===== config.mk =====
export PLATFORM = sky130hd
export DESIGN_NAME = unsharp_mask_sched
export DESIGN_NICKNAME = d
export VERILOG_FILES = /design/src/rtl/unsharp_mask_sched.sv
export SDC_FILE = /design/constraint.sdc
export NUM_CORES = 1
export LEC_CHECK = 0
export CAP_MARGIN = 0
export CORE_ASPECT_RATIO = 0.8
export CORE_MARGIN = 2
export CORE_UTILIZATION = 50
export CTS_CLUSTER_DIAMETER = 120
export DETAILED_ROUTE_END_ITERATION = 10
export GPL_ROUTABILITY_DRIVEN = 0
export PLACE_DENSITY = 0.68
export SYNTH_ARGS = -nofsm -noshare
export SYNTH_HDL_FRONTEND = slang
export SYNTH_SLANG_ARGS = --single-unit

===== constraint.sdc =====
create_clock -name ap_clk -period 5.6 [get_ports ap_clk]
set_clock_uncertainty 0.15 [all_clocks]
set_input_delay 1.12 -clock ap_clk [delete_from_list [all_inputs] [get_ports ap_clk]]
set_output_delay 1.12 -clock ap_clk [all_outputs]
set_load 0.01 [all_outputs]

===== src/rtl/unsharp_mask_sched.sv =====
// Round-robin job scheduler driving the unsharp_mask_hls ap_ctrl_hs handshake, with a watchdog that resets a hung core.
// Optional perf counters (perf_cycles, perf_jobs) are built when UMASK_SCHED_PERF_EN is defined.
module unsharp_mask_sched #(
    parameter int unsigned  NREQ    = 2,
    parameter int unsigned  BANK_W  = 2,
    parameter logic [31:0]  TIMEOUT = 32'd200000,
    parameter int unsigned  RST_CYC = 4,
    localparam int unsigned GW      = (NREQ > 1) ? $clog2(NREQ) : 1
) (
    input  logic                   ap_clk,
    input  logic                   ap_rst_n,
    input  logic [NREQ-1:0]        req_valid,
    input  logic [NREQ*BANK_W-1:0] req_bank,
    output logic [NREQ-1:0]        req_ready,
    output logic [NREQ-1:0]        rsp_done,
    output logic                   rsp_err,
    output logic                   core_start,
    input  logic                   core_ready,
    input  logic                   core_done,
    input  logic                   core_idle,
    output logic                   core_rst,
    output logic [BANK_W-1:0]      bank_sel,
    output logic                   busy,
    output logic [GW-1:0]          grant_id
`ifdef UMASK_SCHED_PERF_EN
    ,
    output logic [31:0]            perf_cycles,
    output logic [15:0]            perf_jobs
`endif
);

    typedef enum logic [2:0] {IDLE, START, RUN, RESP, RECOVER} state_t;

    state_t            state;
    logic [GW-1:0]     ptr;
    logic [31:0]       wd_cnt;
    logic [31:0]       rst_cnt;

    logic              pick_hit;
    logic [GW-1:0]     pick_idx;
    logic [GW-1:0]     nxt_ptr;
    logic [BANK_W-1:0] pick_bank;
    int unsigned       pick_pos;
    logic              finish_ok;
    logic              wd_term;

    // First valid requester at or after the round-robin pointer
    always_comb begin
        pick_hit  = 1'b0;
        pick_idx  = '0;
        pick_bank = '0;
        pick_pos  = 0;
        for (int unsigned i = 0; i < NREQ; i++) begin
            pick_pos = (32'(ptr) + i) % NREQ;
            if (!pick_hit && req_valid[pick_pos[GW-1:0]]) begin
                pick_hit  = 1'b1;
                pick_idx  = pick_pos[GW-1:0];
                pick_bank = req_bank[pick_pos*BANK_W +: BANK_W];
            end
        end
    end

    assign nxt_ptr   = (pick_idx == GW'(NREQ - 1)) ? '0 : pick_idx + 1'b1;
    // core_done beats the watchdog when both land in the same cycle
    assign finish_ok = (state == RUN && core_done) ||
                       (state == START && core_start && core_ready && core_done);
    assign wd_term   = (wd_cnt >= TIMEOUT - 32'd1);

    always_ff @(posedge ap_clk or negedge ap_rst_n) begin
        if (!ap_rst_n) begin
            state      <= IDLE;
            ptr        <= '0;
            wd_cnt     <= '0;
            rst_cnt    <= '0;
            req_ready  <= '0;
            rsp_done   <= '0;
            rsp_err    <= 1'b0;
            core_start <= 1'b0;
            core_rst   <= 1'b0;
            bank_sel   <= '0;
            busy       <= 1'b0;
            grant_id   <= '0;
        end else begin
            req_ready <= '0;
            rsp_done  <= '0;
            rsp_err   <= 1'b0;
            case (state)
                IDLE: begin
                    if (pick_hit && core_idle) begin
                        req_ready <= NREQ'(1) << pick_idx;
                        grant_id  <= pick_idx;
                        bank_sel  <= pick_bank;
                        ptr       <= nxt_ptr;
                        wd_cnt    <= '0;
                        busy      <= 1'b1;
                        state     <= START;
                    end
                end
                START: begin
                    wd_cnt <= wd_cnt + 32'd1;
                    if (finish_ok) begin
                        core_start <= 1'b0;
                        rsp_done   <= NREQ'(1) << grant_id;
                        state      <= RESP;
                    end else if (core_start && core_ready) begin
                        core_start <= 1'b0;
                        state      <= RUN;
                    end else if (wd_term) begin
                        core_start <= 1'b0;
                        core_rst   <= 1'b1;
                        rst_cnt    <= '0;
                        state      <= RECOVER;
                    end else begin
                        core_start <= 1'b1;
                    end
                end
                RUN: begin
                    wd_cnt <= wd_cnt + 32'd1;
                    if (finish_ok) begin
                        rsp_done <= NREQ'(1) << grant_id;
                        state    <= RESP;
                    end else if (wd_term) begin
                        core_rst <= 1'b1;
                        rst_cnt  <= '0;
                        state    <= RECOVER;
                    end
                end
                RECOVER: begin
                    if (rst_cnt == 32'(RST_CYC - 1)) begin
                        core_rst <= 1'b0;
                        rsp_done <= NREQ'(1) << grant_id;
                        rsp_err  <= 1'b1;
                        state    <= RESP;
                    end else begin
                        rst_cnt <= rst_cnt + 32'd1;
                    end
                end
                RESP: begin
                    busy  <= 1'b0;
                    state <= IDLE;
                end
                default: state <= IDLE;
            endcase
        end
    end

`ifdef UMASK_SCHED_PERF_EN
    always_ff @(posedge ap_clk or negedge ap_rst_n) begin
        if (!ap_rst_n) begin
            perf_cycles <= '0;
            perf_jobs   <= '0;
        end else if (finish_ok) begin
            perf_cycles <= wd_cnt;
            perf_jobs   <= perf_jobs + 16'd1;
        end
    end
`endif

endmodule


---- Yosys cells after proc, flatten, opt, wreduce, memory -nomap -nowiden ----
Index checks and enable logic that the tools add are counted.
W data, S select, Z words.
word-level totals
  flip-flop bits (word level) ............. 79
  bits in latches ......................... 0
  bits in writable memories ............... 0
  bits in read-only memories .............. 0
  bits of input ports ..................... 11
  output and inout bits ................... 11
  logic and storage cells ................. 98
  memories kept ........................... 0
cells by class
  add/subtract/negate cells ............... 4
  $mul .................................... 0
  divide/modulo/power cells ............... 0
  $lt $le $gt $ge ......................... 3
  equal/unequal tests ..................... 11
  shift operators ......................... 4
  mux-type cells .......................... 44
  bitwise logic cells ..................... 0
  reduce and logical (&&, ||, !) cells .... 20
operator list
  kind                     number
  $mux W32                 6
  $pmux W32 S3             1
  $add A32 B1 Y32 const B  2
  $pmux W32 S2             1
  $eq A32 B2 Y1 const B    1
  $ge A32 B18 Y1 const B   1
  $mux W1                  20
  $mux W3                  6
  $mux W2                  6
  $ne A2 B2 Y1 const B     6
  $pmux W3 S4              1
  $reduce_and A5 Y1        2
  $reduce_and A2 Y1        4
  $shiftx A4 B3 Y2         2
  $logic_and A1 B1 Y1      7
  $eq A3 B2 Y1 const B     2
  $lt A1 B2 Y1 const B     2
  $pmux W2 S2              1
  $reduce_bool A2 Y1       2
  $shl A1 B1 Y2 const A    2
  $eq A3 B1 Y1 const B     1
  $eq A3 B3 Y1 const B     1
  $logic_not A3 Y1         1
  $pmux W1 S3              1
  6 further kinds          7

---- Longest topological paths before layout ----
Gate-level depths: netlist (run 1).
  depth after elaboration ................. 9
  gate-level depth with buffers ........... 7

---- Worst setup path after synthesis (run 1) ----
No wires, ideal clock.
  path type ............................... input port to flip-flop
  from .................................... input req_valid[0]
  to ...................................... register wd_cnt[29]
  arrival time ............................ 2594 ps
  setup slack ............................. 2778 ps
  cell stages on the path ................. 6
  path buffers ............................ 1
  cell sequence ........................... o21a_1 o21ai_2 or4_4 buf_6 or3_1 a21oi_1
between the ends
  word-level cells in the longest chain between the ends .. 9
  elaborated cells between the ends (all ways) .. 11
  those cells by class .................... 1 x eq/ne; 6 x mux; 4 x reduce/logical
RTL lines
  what                                         line  source
  start, declared                              12    input logic [NREQ-1:0] req_valid,
  $mux W1 (not written as such) (2 in series)  55    if (!pick_hit && req_valid[pick_pos[GW-1:0]]) begin
  $mux W1                                      55
  $logic_not A1 Y1                             55
  $logic_and A1 B1 Y1                          55
  $mux W1 *                                    55
  $logic_and A1 B1 Y1 *                        89    if (pick_hit && core_idle) begin
  $ne A2 B2 Y1 (no line) *                     n/a
  $reduce_and A2 Y1 (no line) *                n/a
  end signal, assigned                         100   wd_cnt <= wd_cnt + 32'd1;
  end signal, assigned                         118   wd_cnt <= wd_cnt + 32'd1;
  end, declared                                36    logic [31:0] wd_cnt;
Mark *: on every way between the ends. The rest lies on a longest branch, timed or not. The select of a mux whose other input is x is not followed.
A chain may end at the register's enable or synchronous reset.

---- Worst setup path after layout (run 1) ----
  from .................................... input req_valid[0]
  to ...................................... register wd_cnt[19]
Same word-level chain as after synthesis.

==> impl_metrics.json, run 1 <==
{
  "crit_path_end_kind": "register",
  "chipWidth_um": 106,
  "cp_slowest_cell": "or4_4",
  "die_y_um": 86.0,
  "internal-power_mw": 1.16,
  "leakagePower_nw": 1.96,
  "post-route-period-util": 0.556,
  "seq_area_frac_synth": 0.471,
  "netlist_area_mm2": 0.00420,
  "drtAntennaViolNets": 0,
  "min-delay-path-class": "reg2reg",
  "path_clk_slew_ns": 0.07,
  "seq_area_mm2": 0.00198,
  "rsz0062_at_grt": "no",
  "arrival_ns": 3.24,
  "cp_data_required_time_ns": 5.73,
  "met3_usage": 0.0555,
  "syn_avg_cell_area_um2": 9.07,
  "outcome": "finished clean",
  "synthTopCellsByCount": "79 x dfrtp_1, 58 x nor2_1, 35 x nand2_1",
  "crit_chain": "clkdlybuf4s50_1, o21a_1, o21ai_2, or4_4, or3_1, a21oi_1",
  "io_buffers": 21,
  "use_met1": 0.342,
  "synthDistinctLibCells": 55,
  "max_freq_mhz": 321,
  "crit_family": "simple AND/OR/NAND/NOR gates",
  "core_mm2": 0.00806,
  "cp-start-kind": "input port",
  "avgRoutedWirePerCell_um": 16.0,
  "synth_edf_count": 0,
  "dpl.hpwl_um": 6550,
  "row_count": 29,
  "async_flop_share": 1.00,
  "whs_ns": 0.313,
  "grt_max_degree": 80,
  "hold_buffers": 0,
  "remaining_drc_errors": 0,
  "drt_first_pass_iters": 5,
  "post-synth-top-count-cell": "dfrtp_1",
  "max_slew.worst_pin.slew_ns": 1.17,
  "synth.area.top_cells": "dfrtp_1 47%, xnor2_1 5.2%, nor2_1 5.2%",
  "start_util": 0.521,
  "finalSetupViolCount": 0,
  "drv_cap": 0,
  "cts_buffers": 9,
  "synthCells": 463,
  "n_antenna_cell": 0,
  "cts_tree": "done",
  "drive_above_1_share": 0.0700,
  "synth_nets": 476,
  "sw_frac_of_total": 0.349,
  "clock-sinks": 79,
  "viasPerCell": 5.93,
  "cts_root_buffer": "clkbuf_8",
  "yosysWarnings": 0,
  "yosys_most_used_dff": "dfrtp_1",
  "drt_iter0_drc": 293,
  "busiest_layer": "met1",
  "grt_pass1_vias": 3292,
  "wl_um": 9490,
  "vdd_drop_max_v": 0.000277,
  "maxSlewViolCount": 0,
  "clk_latency_ns": 0.37,
  "fin_util": 0.585,
  "finalInstanceArea_mm2": 0.00471,
  "p_seq_frac": 0.491,
  "layout_min_cycle_time_ns": 3.11,
  "synth_top_cell_area_share": 0.471,
  "overflow": 0,
  "cts_setup_buffers": 0,
  "vias": 3523,
  "nets": 494,
  "areaGrowthSynthToFinish_pct": 12.2,
  "cts.repair.resized": 0,
  "die-area_mm2": 0.00915,
  "met2_usage": 0.319,
  "nFillCells": 726,
  "multi_input_area_mm2": 0.00209,
  "pwr-share-comb": 0.252,
  "cp.buffers_inverters": 1,
  "clkPwrFrac": 0.257,
  "slew_headroom": 0.215,
  "grt_pass1_wl_um": 16200,
  "cp_slowest_stage_delay_ns": 0.64,
  "track_usage": 0.225,
  "cts_max_path_buffers": 2,
  "pin_count": 22,
  "hold_viol": 0,
  "antenna_found_initial": 0,
  "powerDensity_mw_per_mm2": 378,
  "fin_setup_tns_ns": 0,
  "htreeDepth": 3,
  "synth_seq_cells": 79,
  "placed_area_mm2": 0.00450,
  "synth_top_cell_by_area": "dfrtp_1",
  "power_switching_uw": 621,
  "cp_max_fo": 13,
  "crit_type": "in2reg"
}
==> metrics by stage <==
step	total power, mW	cells	worst slack (ns)
floorplan	1.15	463	2.78
global placement	1.31	578	2.23
CTS	1.79	594	2.50
global route	1.90	594	2.36
detailed placement	1.33	578	2.09
finish	1.78	594	2.49
==> layout make-up <==
class,instances,area share
sequential,79,0.420
multi-input combinational,349,0.444
clock buffer,9,0.0263
inverter,19,0.0151
clock inverter,7,0.0186
tap,108,0.0287
timing repair buffer,23,0.0473
==> cell usage in the layout (no fill, tap or decap), types with 9 or more instances in the layout <==
| cell type | netlist | layout |
|---|---|---|
| nand3_1 | 20 | 20 |
| xnor2_1 | 25 | 25 |
| clkdlybuf4s50_1 | 0 | 20 |
| nor3_1 | 19 | 18 |
| inv_1 | 18 | 18 |
| or3_1 | 14 | 14 |
| xor2_1 | 14 | 14 |
| nor2_1 | 58 | 58 |
| nand2_1 | 35 | 35 |
| and3_1 | 10 | 10 |
| a21oi_1 | 29 | 29 |
| nand4_1 | 17 | 17 |
| o21ai_0 | 19 | 19 |
| dfrtp_1 | 79 | 79 |
| clkbuf_8 | 0 | 9 |
| nor4_1 | 20 | 19 |
==> worst register-to-register path, delay by kind of cell (launching register included) <==
family                     cells  cell delay (ns)
AOI/OAI and AO/OA              3             1.38
adders and majority gates      1             0.21
DFF                            1             0.44
and+or+nand+nor                2             0.53
==> path summary, 6_finish.rpt <==
| kind | cells after the start | start | slack [ns] | end |
|---|---|---|---|---|
| max | 6 | req_valid[0] | 2.49 | wd_cnt[19] |
| min | 1 | grant_id | 0.31 | rsp_done[0] |
| max reg2reg | 6 | rst_cnt[0] | 2.82 | rst_cnt[15] |
| min reg2reg | 1 | grant_id | 0.31 | rsp_done[0] |
| max in group asynchronous | 1 | ap_rst_n | 3.88 | rst_cnt[13] |
| min in group asynchronous | 1 | ap_rst_n | 0.77 | rst_cnt[28] |
==> power groups by stage <==
| stage | registers [mW] | logic [mW] | clock network (mW) |
|---|---|---|---|
| after detailed placement | 0.881 | 0.448 | 0 |
| after global routing | 0.898 | 0.509 | 0.492 |
| final | 0.873 | 0.449 | 0.458 |
| after floorplan | 0.833 | 0.316 | 0 |
| after global placement | 0.875 | 0.433 | 0 |
| after CTS | 0.871 | 0.450 | 0.472 |
==> layer usage <==
| layer | vias to the layer above | routed length, µm |
|---|---|---|
| met1 | 1690 | 4670 |
| li1 | 1707 | - |
| met2 | 118 | 4090 |
| met5 | - | 0 |
| met4 | 0 | 99 |
| met3 | 8 | 617 |
==> logic make-up after synthesis <==
group,Yosys count,share of synthesized area
AO/OA/AOI/OAI,82,0.120
XOR/XNOR,39,0.0813
adder cells (fa/ha/maj),2,0.00596
buffers and inverters,35,0.0334
flip-flops,79,0.471
AND/OR/NAND/NOR,226,0.288
==> state kept, by name, indices dropped and copies added, names as in the netlist <==
signal / cells
rst_cnt: 32
ptr: 1
busy: 1
grant_id: 1
rsp_done: 2
core_start: 1
req_ready: 2
wd_cnt: 32
rsp_err: 1
state: 3
bank_sel: 2
core_rst: 1
(Power assumes the default switching activity.)
==> run 2, diff against run 1 <==
--- a/config.mk
+++ b/config.mk
@@ -12,7 +12,7 @@
 export CTS_CLUSTER_DIAMETER = 120
 export DETAILED_ROUTE_END_ITERATION = 10
 export GPL_ROUTABILITY_DRIVEN = 0
-export PLACE_DENSITY = 0.68
+export PLACE_DENSITY = 0.71
 export SYNTH_ARGS = -nofsm -noshare
 export SYNTH_HDL_FRONTEND = slang
 export SYNTH_SLANG_ARGS = --single-unit
==> constraint.sdc (replaced) <==
create_clock -name ap_clk -period 2.8 [get_ports ap_clk]
set_clock_uncertainty 0.15 [all_clocks]
set_input_delay 0.56 -clock ap_clk [delete_from_list [all_inputs] [get_ports ap_clk]]
set_output_delay 0.56 -clock ap_clk [all_outputs]
set_load 0.01 [all_outputs]
==> run 2 against run 1 <==
- worst hold slack improved by 0.0020 ns
- wire length rose by 0.74%
- utilization up 1.8 points
- critical path depth is 2 higher
- design area grew 3.2%
- non-clock buffer count increased by 18
- first-iteration DRC count decreased by 21%
- total power up 100%
- sequential cell count stayed put
- critical path type is now reg2reg
- critical endpoint is now state[2]
==> impl_metrics.json, run 2 (same netlist as run 1, synthesis figures left out) <==
{
  "outcome": "finished clean",
  "finalSetupViolCount": 0,
  "cp_data_required_time_ns": 2.89,
  "cts_tree": "done",
  "drive_above_1_share": 0.101,
  "layout_min_cycle_time_ns": 2.44,
  "pwr-share-comb": 0.278,
  "clkPwrFrac": 0.240,
  "pin_count": 22,
  "dpl.hpwl_um": 6850,
  "start_util": 0.521,
  "pre_cts_slack_ns": 0.143,
  "p_seq_frac": 0.482,
  "max_freq_mhz": 410,
  "drt_iter0_drc": 231,
  "rsz0062_at_grt": "no",
  "hold_viol": 0,
  "stdcell_count": 612,
  "arrival_ns": 2.53,
  "cts_max_path_buffers": 2,
  "layout_commonest_cell": "dfrtp_1",
  "min-delay-path-class": "reg2reg",
  "nets": 512,
  "wl_um": 9560,
  "internal-power_mw": 2.30,
  "finalInstanceArea_mm2": 0.00486,
  "placed_area_mm2": 0.00465,
  "track_usage": 0.232,
  "cp-start-kind": "register",
  "rrSetupSlack_ns": 0.36,
  "chipWidth_um": 106,
  "cts_root_buffer": "clkbuf_8",
  "cp_max_fo": 34,
  "htreeDepth": 3,
  "grt_pass1_wl_um": 17000,
  "die_y_um": 86.0,
  "path_clk_slew_ns": 0.08,
  "power_switching_mw": 1.25,
  "nFillCells": 722,
  "areaGrowthSynthToFinish_pct": 15.7,
  "row_count": 29,
  "setup_slack_ns": 0.359,
  "max_slew.worst_pin.slew_ns": 0.585,
  "powerDensity_mw_per_mm2": 731,
  "post-route-period-util": 0.872,
  "final_cell_mix": "79 x dfrtp_1, 58 x nor2_1, 35 x nand2_1",
  "clk_latency_ns": 0.36,
  "crit_path_end_kind": "register",
  "drv_cap": 0,
  "drt_first_pass_iters": 4,
  "fin_setup_tns_ns": 0,
  "vdd_drop_max_v": 0.000399,
  "cts_buffers": 9,
  "remaining_drc_errors": 0,
  "n_antenna_cell": 0,
  "viasPerCell": 5.90,
  "maxSlewViolCount": 0,
  "largestRegisters": "rst_cnt: 32 flops, wd_cnt: 32 flops, state: 3 flops",
  "grt_max_degree": 50,
  "total_power_mw": 3.55,
  "grt_pass1_vias": 3451,
  "antenna_found_initial": 0,
  "core_mm2": 0.00806,
  "leakagePower_nw": 2.04,
  "io_buffers": 21,
  "avgRoutedWirePerCell_um": 15.6,
  "crit_type": "reg2reg",
  "sw_frac_of_total": 0.352,
  "overflow": 0,
  "dp.cells": 595,
  "drtAntennaViolNets": 0,
  "clock-sinks": 79,
  "die-area_mm2": 0.00915,
  "vias": 3610,
  "slew_headroom": 0.607
}
## run 2: power by group through the flow
| stage | Combinational, mW | Sequential, mW | Clock (mW) |
|---|---|---|---|
| final | 0.987 | 1.71 | 0.853 |
| after detailed placement | 0.992 | 1.72 | 0 |
| after floorplan | 0.632 | 1.67 | 0 |
| after global routing | 1.11 | 1.75 | 0.920 |
| after CTS | 0.998 | 1.71 | 0.872 |
| after global placement | 0.966 | 1.71 | 0 |
## run 2: worst paths after layout
path,to,start,cells past startpoint
setup / recovery,state[2],wd_cnt[0],8
hold / removal,rsp_done[0],grant_id,1
setup reg to reg,state[2],wd_cnt[0],8
hold reg to reg,rsp_done[0],grant_id,1
max in group asynchronous,rst_cnt[1],ap_rst_n,3
min in group asynchronous,rst_cnt[16],ap_rst_n,2
## run 2: metrics by stage
step                       util  hold slack (ns)
after global routing      0.603            0.339
after detailed placement  0.578            0.319
after global placement    0.578            0.293
after floorplan               -            0.114
final                     0.603            0.315
after CTS                 0.603            0.331
## run 2: metal layers
metal  vias to the layer above  global-route usage  share of wire
li1                       1738                   -              -
met2                       112               0.339           0.43
met3                        12              0.0441          0.057
met1                      1748               0.352           0.50
met4                         0              0.0673          0.013
met5                         -                   0              0
## run 2: worst max-delay path, cell delays in order (launching register included)
cell	delay, ns
dfrtp_1	0.46
ha_1	0.24
and2_1	0.20
a211o_1	0.31
a211oi_1	0.29
buf_4	0.19
nor3_2	0.04
buf_4	0.24
nand2b_1	0.18
## run 2: cell type report
cell class	instances	area, µm²	share of cell area
clock buffers	10	138	0.0283
clock inverters	6	60.1	0.0124
inverters	19	71.3	0.0147
multi-input cells	349	2090	0.431
flip-flops and latches	79	1980	0.407
well taps	108	135	0.0278
repair buffers	41	385	0.0793
## run 2: what timing repair did
item | CTS | global route
setup buffers | 0 | 0
hold buffers | 1 | 0
endpoints found under the hold margin | 30 | 0
setup endpoints to repair | 0 | 0
gates resized for setup | 0 | 0
